File: config.mk
export PLATFORM = sky130hd
export DESIGN_NAME = snake_len_ctr_flat
export DESIGN_NICKNAME = d
export VERILOG_FILES = /design/src/rtl/snake_pkg.sv /design/src/rtl/snake_len_ctr_if.sv /design/src/rtl/bcd2_incr.sv /design/src/rtl/snake_len_ctr.sv /design/src/flat_wrapper.sv
export SDC_FILE = /design/constraint.sdc
export NUM_CORES = 1
export LEC_CHECK = 0
export ABC_AREA = 0
export ABC_CLOCK_PERIOD_IN_PS = 4600
export CAP_MARGIN = 15
export CORE_MARGIN = 4
export CORE_UTILIZATION = 55
export DETAILED_ROUTE_END_ITERATION = 6
export PLACE_DENSITY = 0.83
export SLEW_MARGIN = 40
export SYNTH_ARGS = -nofsm -noshare
export SYNTH_HDL_FRONTEND = slang
export SYNTH_HIERARCHICAL = 1
export SYNTH_SLANG_ARGS = --single-unit
File: constraint.sdc
create_clock -name clk -period 4.6 [get_ports clk]
set_clock_uncertainty 0.05 [all_clocks]
set_input_delay 0.69 -clock clk [delete_from_list [all_inputs] [get_ports clk]]
set_output_delay 0.69 -clock clk [all_outputs]
set_load 0.02 [all_outputs]
File: src/rtl/snake_pkg.sv
// Shared snake-game types: state encoding, BCD digit type and bus widths.
// Imported by the length counter and the display side.
package snake_pkg;

  localparam int LEN_W = 7;
  localparam int BCD_W = 8;

  typedef logic [3:0] bcd_digit_t;

  typedef enum logic [1:0] {
    S_IDLE,
    S_RUN,
    S_DEAD,
    S_WIN
  } state_e;

  // Elaboration-time binary to packed 2-digit BCD
  function automatic logic [BCD_W-1:0] to_bcd(input int v);
    return {bcd_digit_t'(v / 10), bcd_digit_t'(v % 10)};
  endfunction

endpackage

File: src/rtl/snake_len_ctr_if.sv
// Game-event inputs and length/state outputs of the snake length counter.
// The counter takes the slave side; the game logic or bench takes master.
interface snake_len_ctr_if;
  import snake_pkg::*;

  logic             start;
  logic             eat;
  logic             crash;
  logic [BCD_W-1:0] snake_length;
  logic [LEN_W-1:0] len_bin;
  logic             playing;
  logic             game_over;
  logic             win;

  modport master (
    output start,
    output eat,
    output crash,
    input  snake_length,
    input  len_bin,
    input  playing,
    input  game_over,
    input  win
  );

  modport slave (
    input  start,
    input  eat,
    input  crash,
    output snake_length,
    output len_bin,
    output playing,
    output game_over,
    output win
  );

endinterface

File: src/rtl/bcd2_incr.sv
// Combinational increment of a packed 2-digit BCD value.
// carry_o is set only when 99 wraps to 00.
module bcd2_incr
  import snake_pkg::*;
(
  input  logic [BCD_W-1:0] bcd_i,
  output logic [BCD_W-1:0] bcd_o,
  output logic             carry_o
);

  bcd_digit_t units;
  bcd_digit_t tens;
  bcd_digit_t units_d;
  bcd_digit_t tens_d;
  logic       u_carry;

  assign units = bcd_i[3:0];
  assign tens  = bcd_i[7:4];

  always_comb begin
    units_d = units + 4'd1;
    u_carry = 1'b0;
    if (units == 4'd9) begin
      units_d = 4'd0;
      u_carry = 1'b1;
    end
  end

  always_comb begin
    tens_d  = tens;
    carry_o = 1'b0;
    if (u_carry) begin
      if (tens == 4'd9) begin
        tens_d  = 4'd0;
        carry_o = 1'b1;
      end else begin
        tens_d = tens + 4'd1;
      end
    end
  end

  assign bcd_o = {tens_d, units_d};

endmodule

File: src/rtl/snake_len_ctr.sv
// Snake length counter: BCD + binary length, eat edge detect and the
// IDLE/RUN/DEAD/WIN game FSM. All outputs come straight from registers.
module snake_len_ctr
  import snake_pkg::*;
#(
  parameter int INIT_LEN = 3,
  parameter int MAX_LEN  = 99
) (
  input logic            clk,
  input logic            rst,
  snake_len_ctr_if.slave bus
);

  localparam logic [BCD_W-1:0] INIT_BCD = to_bcd(INIT_LEN);
  localparam logic [LEN_W-1:0] INIT_BIN = LEN_W'(INIT_LEN);
  localparam logic [LEN_W-1:0] MAX_BIN  = LEN_W'(MAX_LEN);

  state_e           state_q;
  logic [BCD_W-1:0] len_bcd_q;
  logic [LEN_W-1:0] len_bin_q;
  logic             eat_q;
  logic             playing_q;
  logic             game_over_q;
  logic             win_q;

  logic [BCD_W-1:0] bcd_inc_d;
  logic [LEN_W-1:0] bin_inc_d;
  logic             bcd_carry;
  logic             eat_ev;
  logic             win_hit;

  bcd2_incr u_incr (
    .bcd_i   (len_bcd_q),
    .bcd_o   (bcd_inc_d),
    .carry_o (bcd_carry)
  );

  assign bin_inc_d = len_bin_q + LEN_W'(1);
  assign eat_ev    = bus.eat & ~eat_q;
  // BCD wrap can never be a legal next length, so treat it as a win too
  assign win_hit   = (bin_inc_d == MAX_BIN) | bcd_carry;

  always_ff @(posedge clk) begin
    if (rst) begin
      state_q     <= S_IDLE;
      len_bcd_q   <= INIT_BCD;
      len_bin_q   <= INIT_BIN;
      eat_q       <= 1'b0;
      playing_q   <= 1'b0;
      game_over_q <= 1'b0;
      win_q       <= 1'b0;
    end else begin
      eat_q <= bus.eat;
      case (state_q)
        S_IDLE: begin
          if (bus.start) begin
            state_q   <= S_RUN;
            len_bcd_q <= INIT_BCD;
            len_bin_q <= INIT_BIN;
            playing_q <= 1'b1;
          end
        end
        S_RUN: begin
          if (bus.start) begin
            len_bcd_q <= INIT_BCD;
            len_bin_q <= INIT_BIN;
          end else if (bus.crash) begin
            state_q     <= S_DEAD;
            playing_q   <= 1'b0;
            game_over_q <= 1'b1;
          end else if (eat_ev) begin
            len_bcd_q <= bcd_inc_d;
            len_bin_q <= bin_inc_d;
            if (win_hit) begin
              state_q   <= S_WIN;
              playing_q <= 1'b0;
              win_q     <= 1'b1;
            end
          end
        end
        S_DEAD, S_WIN: begin
          if (bus.start) begin
            state_q     <= S_RUN;
            len_bcd_q   <= INIT_BCD;
            len_bin_q   <= INIT_BIN;
            playing_q   <= 1'b1;
            game_over_q <= 1'b0;
            win_q       <= 1'b0;
          end
        end
        default: state_q <= S_IDLE;
      endcase
    end
  end

  assign bus.snake_length = len_bcd_q;
  assign bus.len_bin      = len_bin_q;
  assign bus.playing      = playing_q;
  assign bus.game_over    = game_over_q;
  assign bus.win          = win_q;

endmodule

File: src/flat_wrapper.sv
// flat-port wrapper written by rule: the top's interface ports become plain ports
module snake_len_ctr_flat import snake_pkg::*;
#(
  parameter int INIT_LEN = 3,
  parameter int MAX_LEN  = 99
)
  (clk, rst, bus_start, bus_eat, bus_crash, bus_snake_length, bus_len_bin, bus_playing, bus_game_over, bus_win);
  snake_len_ctr_if bus_i ();
  input logic clk;
  input logic rst;
  input wire logic [$bits(bus_i.start)-1:0] bus_start;
  input wire logic [$bits(bus_i.eat)-1:0] bus_eat;
  input wire logic [$bits(bus_i.crash)-1:0] bus_crash;
  output wire logic [$bits(bus_i.snake_length)-1:0] bus_snake_length;
  output wire logic [$bits(bus_i.len_bin)-1:0] bus_len_bin;
  output wire logic [$bits(bus_i.playing)-1:0] bus_playing;
  output wire logic [$bits(bus_i.game_over)-1:0] bus_game_over;
  output wire logic [$bits(bus_i.win)-1:0] bus_win;
  assign bus_i.start = bus_start;
  assign bus_i.eat = bus_eat;
  assign bus_i.crash = bus_crash;
  assign bus_snake_length = bus_i.snake_length;
  assign bus_len_bin = bus_i.len_bin;
  assign bus_playing = bus_i.playing;
  assign bus_game_over = bus_i.game_over;
  assign bus_win = bus_i.win;
  snake_len_ctr #(.INIT_LEN(INIT_LEN), .MAX_LEN(MAX_LEN)) u_core (.clk(clk), .rst(rst), .bus(bus_i));
endmodule
==> results of run 1 <==
[tightest hold or removal path, delay by kind of cell (launching register included)]
| kind | cells | cell delay, ns |
|---|---|---|
| simple gates | 1 | 0.07 |
| flops | 1 | 0.33 |
| compound gates | 1 | 0.08 |
[per-stage QoR]
stage,instances,util [%]
after floorplan,143,-
after global placement,186,71.51
after detailed placement,186,71.51
after CTS,190,72.79
after global routing,190,72.79
final,190,72.79
[state kept, by name (all words and copies together) (netlist names)]
signal                   cells
u_core/bus.snake_length      8
u_core/bus.game_over         1
u_core/state_q               2
u_core/eat_q                 1
u_core/bus.len_bin           7
u_core/bus.playing           1
u_core/bus.win               1
[cells in the final DEF (no fill, tap or decap), types with 2 or more instances in the layout]
cell type        netlist  routed
nand2b_1               2       2
mux2i_1                3       3
ha_1                   2       2
o21a_1                 2       2
clkdlybuf4s50_1        0      22
clkbuf_4               0       3
xor2_1                 3       3
nand3_1                6       6
nor3_1                 5       5
nor2_1                17      17
nand2_1               11      11
and4bb_4               2       2
o21ai_0                4       4
a22oi_1                7       7
dfxtp_1               21      21
nand4_1                2       2
nor2b_1                3       3
xnor2_1                6       6
inv_1                  7       7
nor3b_1                2       2
a22o_1                 2       2
and3b_1                2       2
a21oi_1                7       7
[synth_stat cells, types with 2 or more instances]
master     n  area, um2
dfxtp_1   21      420.4
nor2_1    17      63.81
nand2_1   11      41.29
a21oi_1    7      35.03
a22oi_1    7      52.55
inv_1      7      26.28
nand3_1    6      30.03
xnor2_1    6      52.55
nor3_1     5      25.02
o21ai_0    4      20.02
buf_2      3      15.01
mux2i_1    3      30.03
nor2b_1    3      18.77
xor2_1     3      26.28
a22o_1     2      17.52
and3b_1    2      17.52
and4bb_4   2      32.53
clkbuf_1   2      7.510
ha_1       2      25.02
nand2b_1   2      12.51
nand4_1    2      12.51
nor3b_1    2      15.01
o21a_1     2      15.01
[worst paths after layout]
| kind | to | cells after the start |
|---|---|---|
| min reg2reg | u_core/bus.win | 2 |
| max | bus_snake_length[4] | 1 |
| min | u_core/bus.win | 2 |
| max reg2reg | u_core/bus.playing | 7 |
[report_power, final]
| group | switching, uW | internal (uW) |
|---|---|---|
| logic | 20.6 | 15.2 |
| clock network | 57.7 | 33.9 |
| registers | 3.79 | 185 |
| total | 82.0 | 234 |
[layout make-up]
type	instances	share of cell area, %
multi-input cells	109	51.09
flip-flops and latches	21	28.28
repair buffers	22	14.81
well taps	27	2.273
clock buffers	4	1.768
inverters	7	1.768
[kinds of logic after synthesis]
logic type / count (synthesis)
DFF: 21
adders and majority gates: 2
xor gates and xnor gates: 9
and+or+nand+nor: 61
AOI/OAI and AO/OA: 32
buffers and inverters: 13
muxes: 5
[routing by layer]
layer / routed length, um / up-vias
met5: 0 / -
met4: 59 / 0
met3: 137 / 8
met2: 1286 / 33
met1: 1284 / 530
li1: - / 550
==> flow_summary.json, run 1 <==
{
  "worstPathArrival_ns": 1.50,
  "setup_slack_ns": 2.364,
  "numCtsBuffers": 3,
  "peakVddDrop_uv": 178.9,
  "area_growth_pct": 20.24,
  "grt_pass1_vias": 1074,
  "ff_latch_area_um2": 420.4,
  "critPathTopFamily": "buffers and inverters",
  "core_um2": 2042,
  "cts_setup_buffers": 0,
  "die_x_um": 55.41,
  "synth_top_family_by_area": "simple AND/OR/NAND/NOR gates",
  "hold_start": "u_core/bus.win",
  "critPathCaptureType": "output port",
  "drive_gt1_share_pct": 9.816,
  "path_buf_inv": 1,
  "routedWlPerCell_um": 14.56,
  "synthAdderAreaFrac_pct": 2.024,
  "routed_via_density": 5.900,
  "grt_use_met1_pct": 23.70,
  "yosys.area_share.xor_xnor_pct": 6.377,
  "wl_um": 2767,
  "clockBufferDepth": 2,
  "vias": 1121,
  "r2r_start": "u_core/bus.snake_length[0]",
  "dieHeight_um": 55.41,
  "cts_resized": 0,
  "p_total_uw": 316.4,
  "cts_sinks": 21,
  "fmaxAchievable_ghz": 0.4471,
  "gp_congestion": 0.8752,
  "dpl_cell_area_um2": 1460,
  "holdBufCountCts": 0,
  "critPathKind": "reg -> out",
  "finalSetupViolCount": 0,
  "overflow": 0,
  "critPathMaxFanout": 7,
  "netlist_area_um2": 1236,
  "grt_pass1_wl_um": 4802,
  "post-route-period-util_pct": 48.62,
  "drt_iter0_markers": 30,
  "ant_nets": 0,
  "fin_setup_tns_ns": 0,
  "antenna_found_initial": 0,
  "n_fill_cell": 167,
  "ys.warnings.count": 6,
  "required_ns": 3.86,
  "drc": 0,
  "io_pins": 23,
  "worst_path_largest_cell_delay_ns": 0.67,
  "p_leak_uw": 0.0005284,
  "synthSimpleGateAreaFrac_pct": 29.76,
  "synth_edf_count": 0,
  "design.die.area_um2": 3070,
  "cap_violations": 0,
  "htree_levels": 1,
  "slowest_stage": "clkdlybuf4s50_1",
  "syn_inst": 143,
  "clock_latency_ns": 0.31,
  "final_cell_area_um2": 1486,
  "synth_mux_area_share_pct": 4.555,
  "post-place-ws_ns": 2.246,
  "cts_root_buffer": "clkbuf_4",
  "tightest_slew_ns": 0.4989,
  "powerDensity_nw_per_um2": 212.9,
  "busiest_layer": "met2",
  "critPathLaunchType": "flip-flop",
  "ys_seq_elements": 21,
  "cts_tree": "done",
  "whs_ns": 0.4753,
  "ys_seq_area_share_pct": 34.01,
  "slew_headroom_pct": 66.63,
  "startpoint": "u_core/bus.snake_length[4]",
  "layout.nets": 171,
  "final_max_slew_viol_count": 0,
  "synth_cell_types": 45,
  "status": "finished, final reports clean",
  "track_usage_pct": 19.00,
  "cts.clk_slew.worst_paths_ns": 0.12,
  "hp-class": "reg -> reg",
  "use_met3_pct": 3.963,
  "multi_input_area_um2": 759.5,
  "dp_hpwl_um": 1939,
  "grt_use_met2_pct": 30.74,
  "finalHoldViolations": 0,
  "rsz0062_at_grt": "no",
  "io_buffers": 22,
  "diodes": 0,
  "rows": 16,
  "synthFlopType": "dfxtp_1",
  "syn_area_per_cell_um2": 8.645,
  "synth_nets": 150,
  "grt_max_degree": 15,
  "async_reset_ff_share_pct": 0,
  "r2r_slack_ns": 2.67,
  "initial_core_util_pct": 60.54,
  "first_pass_iters": 4,
  "cp_cell_sequence": "clkdlybuf4s50_1",
  "synth_compound_area_share_pct": 18.72,
  "min_period_ns": 2.236
}
Note: power is estimated with default switching activity, not from simulation.
==> run 2, diff against run 1 <==
ABC_CLOCK_PERIOD_IN_PS = 1800   (was 4600)
CORE_UTILIZATION = 46   (was 55)
PLACE_DENSITY = 0.75   (was 0.83)
clock period = 1.8 ns   (was 4.6 ns; I/O delays follow)
==> flow_summary.json, run 2 (synthesis results as in run 1) <==
{
  "routed_via_density": 5.670,
  "p_sw_share_pct": 25.79,
  "core_um2": 2522,
  "initial_core_util_pct": 49.01,
  "finalHoldViolations": 0,
  "worst_path_largest_cell_delay_ns": 0.61,
  "overflow": 0,
  "cts.clk_slew.worst_paths_ns": 0.12,
  "required_ns": 1.48,
  "track_usage_pct": 17.98,
  "powerDensity_nw_per_um2": 508.4,
  "die_x_um": 59.84,
  "r2r-end": "u_core/bus.playing",
  "dieHeight_um": 59.84,
  "whs_ns": 0.4757,
  "pwr-share-comb_pct": 12.7,
  "p_total_uw": 817.4,
  "stdcell_count": 206,
  "holdBufCountCts": 0,
  "numCtsBuffers": 3,
  "holdPathEnd": "u_core/bus.win",
  "fmaxAchievable_ghz": 0.5785,
  "grt_pass1_vias": 1092,
  "critPathLaunchType": "flip-flop",
  "cap_violations": 0,
  "clockBufferDepth": 2,
  "final_common_cell": "clkdlybuf4s50_1",
  "wl_um": 2861,
  "finalSetupViolCount": 0,
  "peakVddDrop_uv": 391.2,
  "post-route-period-util_pct": 96.03,
  "critPathMaxFanout": 7,
  "gp_congestion": 0.8459,
  "ant_nets": 0,
  "wl_met3_um": 141,
  "dp_hpwl_um": 2097,
  "rows": 18,
  "vias": 1168,
  "numPlacedInstances": 202,
  "cts_setup_buffers": 0,
  "hp-class": "reg -> reg",
  "diodes": 0,
  "multi_input_area_um2": 764.5,
  "io_buffers": 22,
  "cp_cell_sequence": "buf_4 > clkdlybuf4s50_1",
  "r2r_cells": 7,
  "critPathCaptureType": "output port",
  "switchingPower_uw": 210.8,
  "htree_levels": 1,
  "cts_sinks": 21,
  "p_leak_uw": 0.0006121,
  "holdPathStages": 2,
  "cts_tree": "done",
  "clkPwrFrac_pct": 28.5,
  "p_int_uw": 606.6,
  "tightest_slew_ns": 0.4447,
  "n_fill_cell": 233,
  "drt-met1-wl_um": 1325,
  "slew_headroom_pct": 70.36,
  "drt_iter0_markers": 55,
  "cts_root_buffer": "clkbuf_4",
  "layout.nets": 184,
  "critPathKind": "reg -> out",
  "drc": 0,
  "slowest_stage": "clkdlybuf4s50_1",
  "r2r_start": "u_core/bus.snake_length[2]",
  "clock_latency_ns": 0.31,
  "final_cell_mix": "clkdlybuf4s50_1 (18), nor2_1 (17), dfxtp_1 (17), buf_4 (13), nand2_1 (11)",
  "r2r_slack_ns": 0.12,
  "path_buf_inv": 2,
  "critPathTopFamily": "buffers and inverters",
  "largest_reg_flops": 8,
  "final_max_slew_viol_count": 0,
  "design.die.area_um2": 3581,
  "status": "finished, final reports clean",
  "grt_max_degree": 12,
  "area_growth_pct": 30.06,
  "fin_setup_tns_ns": 0,
  "antenna_found_initial": 0,
  "seqPwrFrac_pct": 58.9,
  "io_pins": 23,
  "grt_pass1_wl_um": 4981,
  "fin_util_pct": 63.74,
  "top_layer": "met4",
  "hold_start": "u_core/bus.win",
  "worstPathArrival_ns": 1.41,
  "drive_gt1_share_pct": 19.32,
  "wl_met2_um": 1365,
  "ff_latch_area_um2": 425.4,
  "first_pass_iters": 4,
  "min_period_ns": 1.729,
  "routedWlPerCell_um": 13.89
}
[run 2: worst reg2reg max path, delay by kind of cell, from the launching register on]
family	cells	cell delay [ns]
compound gates	2	0.21
buf+inv	1	0.06
flops	1	0.33
simple gates	4	0.93
[run 2: power by group through the flow]
stage | Combinational (uW) | Sequential [uW] | Clock [uW]
after floorplan | 56.8 | 498 | 0
after global placement | 101 | 491 | 0
after detailed placement | 103 | 492 | 0
after CTS | 103 | 481 | 242
after global routing | 112 | 483 | 266
final | 103 | 481 | 233
[run 2: layout make-up]
cell class / count / share of cell area [%]
Sequential cell: 21 / 26.46
Inverter: 7 / 1.634
Multi-Input combinational cell: 109 / 47.55
Timing Repair Buffer: 35 / 20.39
Tap cell: 30 / 2.335
Clock buffer: 4 / 1.634
[run 2: how the worst max path moves through the flow]
stage | endpoint | startpoint | depth (start not counted)
floorplan | u_core/bus.playing | u_core/bus.snake_length[0] | 7
global placement | u_core/bus.playing | bus_start | 4
detailed placement | u_core/bus.snake_length[4] | bus_crash | 5
CTS | bus_len_bin[2] | u_core/bus.len_bin[2] | 1
global route | u_core/bus.playing | u_core/bus.snake_length[2] | 7
finish | bus_snake_length[0] | u_core/bus.snake_length[0] | 2
[run 2: repair_timing]
action | CTS | global route
endpoints found under the setup margin | 2 | 7
pin swaps | 0 | 0
gates resized for setup | 2 | 7
[run 2: layer usage]
| metal | vias up | GRT usage (%) |
|---|---|---|
| met1 | 550 | 23.88 |
| met5 | - | 0 |
| met2 | 37 | 29.63 |
| met3 | 6 | 4.752 |
| met4 | 0 | 2.848 |
| li1 | 575 | - |
[run 2: metrics by stage]
| stage | worst slack, ns | cell area, um2 |
|---|---|---|
| after floorplan | 0.02997 | 1236 |
| after global placement | 0.02165 | 1562 |
| after detailed placement | -0.03752 | 1562 |
| after CTS | 0.01415 | 1590 |
| after global routing | -0.02090 | 1608 |
| final | 0.07137 | 1608 |
==> run 3, diff against run 2 <==
TNS_END_PERCENT = 30   (was default)
==> results of run 3 <==
Final layout, timing and power as in run 2 (identical DEF).
